===== src/rtl/unified_mem_arbiter_pkg.sv =====
// Shared constants for the unified-memory arbiter: FSM encoding and funct3 size codes.
package unified_mem_arbiter_pkg;

  typedef enum logic [1:0] {
    StIdle,
    StFetch,
    StDataRead,
    StDataWrite
  } arb_state_e;

  localparam logic [2:0] F3Byte  = 3'b000;
  localparam logic [2:0] F3Half  = 3'b001;
  localparam logic [2:0] F3Word  = 3'b010;
  localparam logic [2:0] F3ByteU = 3'b100;
  localparam logic [2:0] F3HalfU = 3'b101;

  localparam logic [2:0] FmtWord = F3Word;

endpackage


===== src/rtl/unified_mem_arbiter_fetch_buffer.sv =====
// Instruction word buffer tagged with its fetch address; valid only while the tag matches the PC.
module unified_mem_arbiter_fetch_buffer #(
  parameter int unsigned ADDR_WIDTH = 32,
  parameter int unsigned DATA_WIDTH = 32
) (
  input  logic                  clock,
  input  logic                  reset,
  input  logic                  fill,
  input  logic [DATA_WIDTH-1:0] fill_data,
  input  logic [ADDR_WIDTH-1:0] fill_tag,
  input  logic                  retire,
  input  logic [ADDR_WIDTH-1:0] inst_address,
  output logic [DATA_WIDTH-1:0] inst_data,
  output logic                  inst_available
);

  logic [DATA_WIDTH-1:0] inst_buf_q;
  logic [ADDR_WIDTH-1:0] inst_tag_q;
  logic                  inst_valid_q;

  // A completing fill carries the newest word, so it takes precedence over a retire clear.
  always_ff @(posedge clock or negedge reset) begin
    if (!reset) begin
      inst_buf_q   <= '0;
      inst_tag_q   <= '0;
      inst_valid_q <= 1'b0;
    end else if (fill) begin
      inst_buf_q   <= fill_data;
      inst_tag_q   <= fill_tag;
      inst_valid_q <= 1'b1;
    end else if (retire) begin
      inst_valid_q <= 1'b0;
    end
  end

  assign inst_data      = inst_buf_q;
  assign inst_available = inst_valid_q && (inst_tag_q == inst_address);

endmodule


===== src/rtl/unified_mem_arbiter.sv =====
// Shares one memory port between instruction fetch and a single load or store per instruction.
module unified_mem_arbiter
  import unified_mem_arbiter_pkg::*;
#(
  parameter int unsigned ADDR_WIDTH   = 32,
  parameter int unsigned DATA_WIDTH   = 32,
  parameter logic [2:0]  FETCH_FORMAT = FmtWord
) (
  input  logic                  clock,
  input  logic                  reset,
  input  logic [ADDR_WIDTH-1:0] inst_address,
  input  logic                  inst_read_enable,
  output logic [DATA_WIDTH-1:0] inst_data,
  output logic                  inst_available,
  input  logic [ADDR_WIDTH-1:0] data_address,
  input  logic                  data_read_enable,
  input  logic                  data_write_enable,
  input  logic [2:0]            data_format,
  input  logic [DATA_WIDTH-1:0] data_write_data,
  output logic [DATA_WIDTH-1:0] data_read_data,
  output logic                  data_available,
  output logic                  request_successful,
  input  logic                  retire,
  output logic [ADDR_WIDTH-1:0] mem_address,
  output logic                  mem_read_enable,
  output logic                  mem_write_enable,
  output logic [2:0]            mem_format,
  output logic [DATA_WIDTH-1:0] mem_write_data,
  input  logic [DATA_WIDTH-1:0] mem_read_data,
  input  logic                  mem_ack
);

  arb_state_e            state_q, state_d;
  logic [ADDR_WIDTH-1:0] addr_q, addr_d;
  logic [2:0]            fmt_q, fmt_d;
  logic [DATA_WIDTH-1:0] wdata_q, wdata_d;
  logic                  re_q, re_d;
  logic                  we_q, we_d;
  logic [DATA_WIDTH-1:0] data_buf_q, data_buf_d;
  logic                  data_valid_q, data_valid_d;
  logic                  wr_done_q, wr_done_d;
  logic                  fetch_fill;

  assign fetch_fill = (state_q == StFetch) && mem_ack;

  unified_mem_arbiter_fetch_buffer #(
    .ADDR_WIDTH(ADDR_WIDTH),
    .DATA_WIDTH(DATA_WIDTH)
  ) u_fetch_buffer (
    .clock         (clock),
    .reset         (reset),
    .fill          (fetch_fill),
    .fill_data     (mem_read_data),
    .fill_tag      (addr_q),
    .retire        (retire),
    .inst_address  (inst_address),
    .inst_data     (inst_data),
    .inst_available(inst_available)
  );

  always_comb begin
    state_d      = state_q;
    addr_d       = addr_q;
    fmt_d        = fmt_q;
    wdata_d      = wdata_q;
    re_d         = re_q;
    we_d         = we_q;
    data_buf_d   = data_buf_q;
    data_valid_d = data_valid_q;
    wr_done_d    = wr_done_q;
    case (state_q)
      StIdle: begin
        // On a retire edge the PC is moving, so nothing is issued until the next cycle.
        if (!retire) begin
          if (inst_read_enable && !inst_available) begin
            state_d = StFetch;
            addr_d  = inst_address;
            fmt_d   = FETCH_FORMAT;
            re_d    = 1'b1;
          end else if (inst_available && data_read_enable && !data_valid_q) begin
            state_d = StDataRead;
            addr_d  = data_address;
            fmt_d   = data_format;
            re_d    = 1'b1;
          end else if (inst_available && data_write_enable && !wr_done_q) begin
            state_d = StDataWrite;
            addr_d  = data_address;
            fmt_d   = data_format;
            wdata_d = data_write_data;
            we_d    = 1'b1;
          end
        end
      end
      StFetch: begin
        if (mem_ack) begin
          re_d    = 1'b0;
          state_d = StIdle;
        end
      end
      StDataRead: begin
        if (mem_ack) begin
          re_d         = 1'b0;
          data_buf_d   = mem_read_data;
          data_valid_d = 1'b1;
          state_d      = StIdle;
        end
      end
      StDataWrite: begin
        if (mem_ack) begin
          we_d      = 1'b0;
          wr_done_d = 1'b1;
          state_d   = StIdle;
        end
      end
      default: state_d = StIdle;
    endcase
    if (retire) begin
      data_valid_d = 1'b0;
      wr_done_d    = 1'b0;
    end
  end

  always_ff @(posedge clock or negedge reset) begin
    if (!reset) begin
      state_q      <= StIdle;
      addr_q       <= '0;
      fmt_q        <= '0;
      wdata_q      <= '0;
      re_q         <= 1'b0;
      we_q         <= 1'b0;
      data_buf_q   <= '0;
      data_valid_q <= 1'b0;
      wr_done_q    <= 1'b0;
    end else begin
      state_q      <= state_d;
      addr_q       <= addr_d;
      fmt_q        <= fmt_d;
      wdata_q      <= wdata_d;
      re_q         <= re_d;
      we_q         <= we_d;
      data_buf_q   <= data_buf_d;
      data_valid_q <= data_valid_d;
      wr_done_q    <= wr_done_d;
    end
  end

  assign mem_address        = addr_q;
  assign mem_format         = fmt_q;
  assign mem_write_data     = wdata_q;
  assign mem_read_enable    = re_q;
  assign mem_write_enable   = we_q;
  assign data_read_data     = data_buf_q;
  assign data_available     = data_valid_q;
  assign request_successful = wr_done_q;

endmodule

===== config.mk =====
export PLATFORM = sky130hd
export DESIGN_NAME = unified_mem_arbiter
export DESIGN_NICKNAME = d
export VERILOG_FILES = /design/src/rtl/unified_mem_arbiter_pkg.sv /design/src/rtl/unified_mem_arbiter_fetch_buffer.sv /design/src/rtl/unified_mem_arbiter.sv
export SDC_FILE = /design/constraint.sdc
export NUM_CORES = 1
export LEC_CHECK = 0
export BUFFER_PORTS_ARGS = -buffer_cell sky130_fd_sc_hd__buf_2
export CAP_MARGIN = 20
export CELL_PAD_IN_SITES_DETAIL_PLACEMENT = 1
export CELL_PAD_IN_SITES_GLOBAL_PLACEMENT = 2
export CORE_MARGIN = 3
export CORE_UTILIZATION = 30
export DETAILED_ROUTE_END_ITERATION = 8
export PLACE_DENSITY = 0.82
export SLEW_MARGIN = 5
export SYNTH_ARGS = -nofsm -noshare
export SYNTH_HDL_FRONTEND = slang
export SYNTH_SLANG_ARGS = --single-unit

===== constraint.sdc =====
create_clock -name clock -period 6.47 [get_ports clock]
set_input_delay 0.647 -clock clock [delete_from_list [all_inputs] [get_ports clock]]
set_output_delay 0.647 -clock clock [all_outputs]
set_load 0.02 [all_outputs]

Yosys cells after proc, flatten, opt, wreduce, memory -nomap -nowiden --
Index checks and enable logic that the tools add are counted.
Word-level totals: register bits 170, bits in latches 0, memory bits (writable) 0, bits in read-only memories 0, bits of input ports 138, output and inout bits 136, word-level logic and storage cells 85, memories kept 0
Cells by class: add/sub/neg operators 0, multiply operators 0, divide/modulo/power cells 0, $lt $le $gt $ge 0, eq/ne operators 13, shifts and indexed selects 0, mux-type cells 29, bitwise logic cells 3, reductions and logical operators 28
Operator list (number):
- $mux 32 | 3
- $eq 32x32->1 | 1
- $mux 1 | 15
- $reduce_bool 2->1 | 6
- $mux 2 | 5
- $ne 2x2->1 const B | 5
- $mux 3 | 3
- $logic_and 1x1->1 | 7
- $reduce_and 2->1 | 3
- $reduce_and 3->1 | 2
- $reduce_and 6->1 | 1
- $reduce_and 5->1 | 1
- $eq 2x2->1 const B | 2
- $ne 2x1->1 const B | 2
- $ne 4x4->1 const B | 1
- $pmux 1 s2 | 2
- $pmux 2 s2 | 1
- $reduce_and 4->1 | 1
- $logic_not 1->1 | 3
- $ne 3x3->1 const B | 1
- $not 1->1 | 3
- $reduce_bool 3->1 | 1
- $reduce_or 3->1 | 1
- $eq 2x1->1 const B | 1
- other kinds (2) | 2

Depth between registers and ports, before layout --
depth after elaboration 9, depth in mapped cells 9, gate-level depth less buffers 7

Hierarchy --
From an unflattened synthesis, not the netlist that was laid out.
Second synthesis, totals: cells, all modules 477, area total of the unflattened synthesis 7394.6 um2
By module, submodules not included:
- unified_mem_arbiter | times used 1, cells each 295, area an instance 4633.2 um2, seq. area each 2627.5 um2
- unified_mem_arbiter_fetch_buffer | times used 1, cells each 182, area an instance 2761.4 um2, seq. area each 1626.6 um2

Least setup slack after synthesis --
OpenSTA, ideal clock, no wires.
kind in2out, start in inst_address[23], end out inst_available, arrival 1.924 ns, slack 3.899 ns, cell stages on the path 6, path buffers 1, path through xor2_1 nor4_2 nor3b_4 nand3_2 inv_2 buf_4
On the way: word-level cells in the longest chain between the ends 2
RTL lines:
- start, declared | line unified_mem_arbiter.sv:11 | input logic [ADDR_WIDTH-1:0] inst_address,
- $eq 32x32->1 | line unified_mem_arbiter_fetch_buffer.sv:37 | assign inst_available = inst_valid_q && (inst_tag_q == inst_address);
- $logic_and 1x1->1 | line unified_mem_arbiter_fetch_buffer.sv:37
- end, declared | line unified_mem_arbiter.sv:14 | output logic inst_available,
No other way between the ends.

Worst setup path in the final report --
start reg u_fetch_buffer.inst_tag_q[23], end out inst_available
On the way: word-level cells in the longest chain between the ends 2
RTL lines:
- start, declared | line unified_mem_arbiter_fetch_buffer.sv:18 | logic [ADDR_WIDTH-1:0] inst_tag_q;
- start signal, assigned | line unified_mem_arbiter_fetch_buffer.sv:29 | inst_tag_q <= fill_tag;
- $eq 32x32->1 | line unified_mem_arbiter_fetch_buffer.sv:37
- $logic_and 1x1->1 | line unified_mem_arbiter_fetch_buffer.sv:37
No other way between the ends.

==> Flow_metrics.wiki <==
{| class="wikitable"
! Metric !! Value
|-
| Switching power share of the total || 0.3809
|-
| Total routing usage reported by global routing || 0.1619
|-
| Worst path required time || 5.82 ns
|-
| Clock Latency Late Sink || 0.43 ns
|-
| IO Count || 274
|-
| Master cell of the clock root buffer || sky130_fd_sc_hd__clkbuf_16
|-
| Startpoint of the lowest-slack register-to-register path || u_fetch_buffer.inst_tag_q[23]$_DFFE_PN0P_
|-
| DR WL/cell || 18.65 µm
|-
| Worst setup path class || reg2out
|-
| Setup repair after global routing missed its margin || no
|-
| Setup Fix Bufs, Post-CTS || 0
|-
| Final setup violating endpoints || 0
|-
| Starting density of the core || 0.3081
|-
| Cell area after synthesis || 7560 µm²
|-
| Total length of routed wires || 22050 µm
|-
| Critical Path End Type || primary output
|-
| Register share of total power || 0.384
|-
| Wire length of the first global-routing pass || 33750 µm
|-
| Post-synthesis cell count || 577
|-
| Power Internal || 2.820 mW
|-
| Post-layout nets || 988
|-
| Worst endpoint data arrival time || 2.24 ns
|-
| Part of the Yosys area used for sequential elements || 0.5627
|-
| Max transition margin || 0.3468
|-
| Total DRC errors in the routed layout || 0
|-
| Pin count of the biggest net entering global routing || 96
|-
| Post-synth net total || 720
|-
| Max frequency || 346.6 MHz
|-
| Lkg Pwr || 4.681 nW
|-
| Worst voltage drop across the vdd grid || 0.0002137 V
|-
| Launch point of the critical path || u_fetch_buffer.inst_tag_q[23]$_DFFE_PN0P_
|-
| Ant. Diodes || 0
|-
| Fraction of final layout cells with drive strength greater than 1 || 0.5221
|-
| Final-report hold violation count || 0
|-
| Min Tclk post-route || 2.886 ns
|-
| Slew Limit Fails || 0
|-
| Portion of total power attributed to the clock network || 0.234
|-
| Weighted congestion reported at the end of routability-driven placement || 0.7482
|-
| Detailed-routing iteration count for the pre-antenna-repair pass || 4
|-
| Overall die width || 164.7 µm
|-
| Count of port buffers added during placement || 273
|-
| Full die area || 27140 µm²
|-
| TritonCTS Buffers || 17
|-
| Worst Setup Start Kind || register
|-
| Crit path capture || inst_available
|-
| Number of distinct library cell variants in the gate-level netlist after synthesis || 41
|-
| Number of antenna violations at the first check in global routing || 2
|-
| Final worst path period share || 0.4460
|-
| Die H || 164.7 µm
|-
| CP max stage cell || sky130_fd_sc_hd__dfrtp_1
|-
| Vias per cell || 4.717
|-
| Slew at the pin closest to its max-slew limit || 0.9798 ns
|-
| Result of the run || finished, final reports clean
|-
| Avg Cell Area, Syn || 13.10 µm²
|-
| Setup Total Neg Slack || 0 ns
|-
| Worst min-delay path category || in2async
|-
| Clk_skew || 0.01540 ns
|-
| Clock transition time at the flip-flop clock pins of the worst setup and hold paths || 0.08 ns
|-
| Top cell type's share of synthesized area || 0.5627
|-
| Power Density || 462.5 nW/µm²
|-
| CTS-repair resized insts || 0
|-
| Hold bufs inserted after CTS || 0
|-
| FILL cells || 2719
|-
| Number of standard-cell rows in the floorplan || 57
|-
| Flop-to-flop setup slack || 3.74 ns
|-
| Count of state elements after synthesis || 170
|-
| Via count of the first global-routing pass || 6086
|-
| Worst Setup Slack post-DPL || 3.315 ns
|-
| HPWL after DPL || 16030 µm
|-
| Critical path peak fanout || 6
|-
| Overall overflow remaining after global route || 0
|-
| Synth warn || 0
|-
| Max-cap check violation count || 0
|-
| Least setup slack across all paths after layout || 3.584 ns
|-
| Area of the core region || 24530 µm²
|-
| Clock tree from TritonCTS || done
|-
| Biggest area contributors in the synthesized netlist || sky130_fd_sc_hd__dfrtp_1 56%, sky130_fd_sc_hd__mux2_2 19%, sky130_fd_sc_hd__mux2i_1 4.6%, sky130_fd_sc_hd__o22a_1 3.7%, sky130_fd_sc_hd__xor2_1 3.7%
|-
| RR Endpoint || mem_address[6]$_DFFE_PN0P_
|-
| Power spent charging and discharging nets || 1.735 mW
|-
| Antenna viol nets, final || 0
|-
| Delay of the slowest critical-path stage || 0.39 ns
|-
| Number of clock sinks || 170
|-
| H-tree depth || 4
|-
| Relative contribution of combinational cells to total power || 0.382
|-
| Area Overhead vs Synth || 30.27%
|-
| Cell taking the most area after synthesis || sky130_fd_sc_hd__dfrtp_1
|-
| Detailed router's first-iteration violation count || 188
|-
| Cell-by-cell trace of the critical path || xor2_1 -> nor4_2 -> nor3b_4 -> nand3_2 -> inv_2 -> buf_2
|-
| Number of cells on the worst reg-to-reg path || 7
|-
| Total number of vias || 5575
|-
| Clock tree buffer depth || 2
|}
## synth_stat cells
| library cell | instances |
|---|---|
| sky130_fd_sc_hd__dfrtp_1 | 170 |
| sky130_fd_sc_hd__mux2_2 | 127 |
| sky130_fd_sc_hd__nor2_1 | 71 |
| sky130_fd_sc_hd__mux2i_1 | 35 |
| sky130_fd_sc_hd__o22a_1 | 32 |
| sky130_fd_sc_hd__xor2_1 | 32 |
| sky130_fd_sc_hd__clkbuf_1 | 18 |
| sky130_fd_sc_hd__inv_1 | 10 |
| sky130_fd_sc_hd__nor4_1 | 10 |
| sky130_fd_sc_hd__nand2_1 | 9 |
| sky130_fd_sc_hd__ha_1 | 5 |
| sky130_fd_sc_hd__buf_2 | 4 |
| sky130_fd_sc_hd__buf_4 | 4 |
| sky130_fd_sc_hd__nor3_1 | 4 |
| sky130_fd_sc_hd__o21ai_0 | 4 |
| sky130_fd_sc_hd__a21oi_1 | 3 |
| sky130_fd_sc_hd__a31oi_1 | 3 |
| sky130_fd_sc_hd__and3_1 | 3 |
| sky130_fd_sc_hd__buf_1 | 3 |
| sky130_fd_sc_hd__buf_6 | 3 |
| sky130_fd_sc_hd__nand3_1 | 3 |
| sky130_fd_sc_hd__a211o_1 | 2 |
| sky130_fd_sc_hd__nand4_1 | 2 |
| sky130_fd_sc_hd__nor2b_1 | 2 |
| sky130_fd_sc_hd__nor3_4 | 2 |
| sky130_fd_sc_hd__a211oi_1 | 1 |
| sky130_fd_sc_hd__a221o_1 | 1 |
| sky130_fd_sc_hd__a311o_1 | 1 |
| sky130_fd_sc_hd__a41o_1 | 1 |
| sky130_fd_sc_hd__and4_1 | 1 |
| sky130_fd_sc_hd__inv_2 | 1 |
| sky130_fd_sc_hd__mux2_1 | 1 |
| sky130_fd_sc_hd__nand2b_1 | 1 |
| sky130_fd_sc_hd__nand3_2 | 1 |
| sky130_fd_sc_hd__nor3b_4 | 1 |
| sky130_fd_sc_hd__nor4_2 | 1 |
| sky130_fd_sc_hd__nor4b_1 | 1 |
| sky130_fd_sc_hd__nor4b_2 | 1 |
| sky130_fd_sc_hd__o22ai_1 | 1 |
| sky130_fd_sc_hd__o311a_1 | 1 |
| sky130_fd_sc_hd__o31ai_1 | 1 |
## per-stage QoR
step                utilization  instances  power, mW  hold WS [ns]  area, µm²
floorplan                     -        577      2.859        0.3514       7560
global placement         0.3768       1150      3.493        0.4654       9245
detailed placement       0.3768       1150      3.548        0.4766       9245
CTS                      0.4014       1182      4.641        0.3442       9848
global route             0.4014       1182      4.851        0.3487       9848
finish                   0.4014       1182      4.555        0.2724       9848
## kinds of logic after synthesis
| kind of cell | Yosys count | synth area share |
|---|---|---|
| AO/OA/AOI/OAI | 51 | 0.05462 |
| adder cells (fa/ha/maj) | 5 | 0.008275 |
| multiplexers | 163 | 0.2370 |
| AND/OR/NAND/NOR | 113 | 0.07332 |
| flip-flops | 170 | 0.5627 |
| XOR/XNOR | 32 | 0.03707 |
| buffers and inverters | 43 | 0.02698 |
## how the worst min path moves through the flow
stage,endpoint,cells after the start
after CTS,mem_address[0]$_DFFE_PN0P_,1
final,mem_address[0]$_DFFE_PN0P_,1
after global placement,mem_write_data[2]$_DFFE_PN0P_,1
after floorplan,data_available$_DFFE_PN0P_,0
after global routing,mem_address[0]$_DFFE_PN0P_,1
after detailed placement,mem_write_data[2]$_DFFE_PN0P_,1
## final cells by class
type	instances	area, µm²	area share
clock inverters	14	173.9	0.01766
flip-flops and latches	170	4254	0.4320
repair buffers	281	1433	0.1455
clock buffers	18	429.2	0.04358
multi-input cells	364	3112	0.3160
inverters	11	41.29	0.004193
well taps	324	405.4	0.04116
## routing by layer
layer | vias up | global-route usage | share of wire
met5 | - | 0 | 0.0011
met3 | 20 | 0.05367 | 0.077
met4 | 4 | 0.04689 | 0.014
met1 | 2788 | 0.1999 | 0.43
li1 | 2580 | - | -
met2 | 183 | 0.2706 | 0.48
## flip-flops by register name (all words and copies together) (netlist names)
register	flops
data_read_data	32
mem_address	32
mem_write_data	32
u_fetch_buffer.inst_data	32
u_fetch_buffer.inst_tag_q	32
mem_format	3
state_q	2
data_available	1
mem_read_enable	1
mem_write_enable	1
request_successful	1
u_fetch_buffer.inst_valid_q	1
## critical path, delay by kind of cell, from the launching register on
kind	cells	cell delay [ns]
DFF	1	0.39
and+or+nand+nor	3	0.97
buffers and inverters	2	0.26
xor gates and xnor gates	1	0.19
## cells in the final DEF, fill, tap and decap left out, types with 4 or more instances in the layout
cell and n:
sky130_fd_sc_hd__inv_1 10, sky130_fd_sc_hd__clkbuf_16 17, sky130_fd_sc_hd__ha_1 5, sky130_fd_sc_hd__o22a_1 32
sky130_fd_sc_hd__dfrtp_1 170, sky130_fd_sc_hd__xor2_1 32, sky130_fd_sc_hd__nor4_1 10, sky130_fd_sc_hd__nand2_1 8
sky130_fd_sc_hd__mux2_2 127, sky130_fd_sc_hd__nor3_1 4, sky130_fd_sc_hd__inv_6 4, sky130_fd_sc_hd__inv_8 5
sky130_fd_sc_hd__mux2i_1 35, sky130_fd_sc_hd__o21ai_0 4, sky130_fd_sc_hd__nor2_1 70, sky130_fd_sc_hd__buf_4 8
sky130_fd_sc_hd__buf_2 272
## power groups by stage
stage               combinational (mW)  clock (mW)  sequential (mW)
floorplan                        0.736           0             2.12
global placement                  1.74           0             1.75
detailed placement                1.77           0             1.78
CTS                               1.78        1.11             1.76
global route                      1.89        1.14             1.81
finish                            1.74        1.07             1.75
No activity file was read; power rests on OpenSTA's default activity.
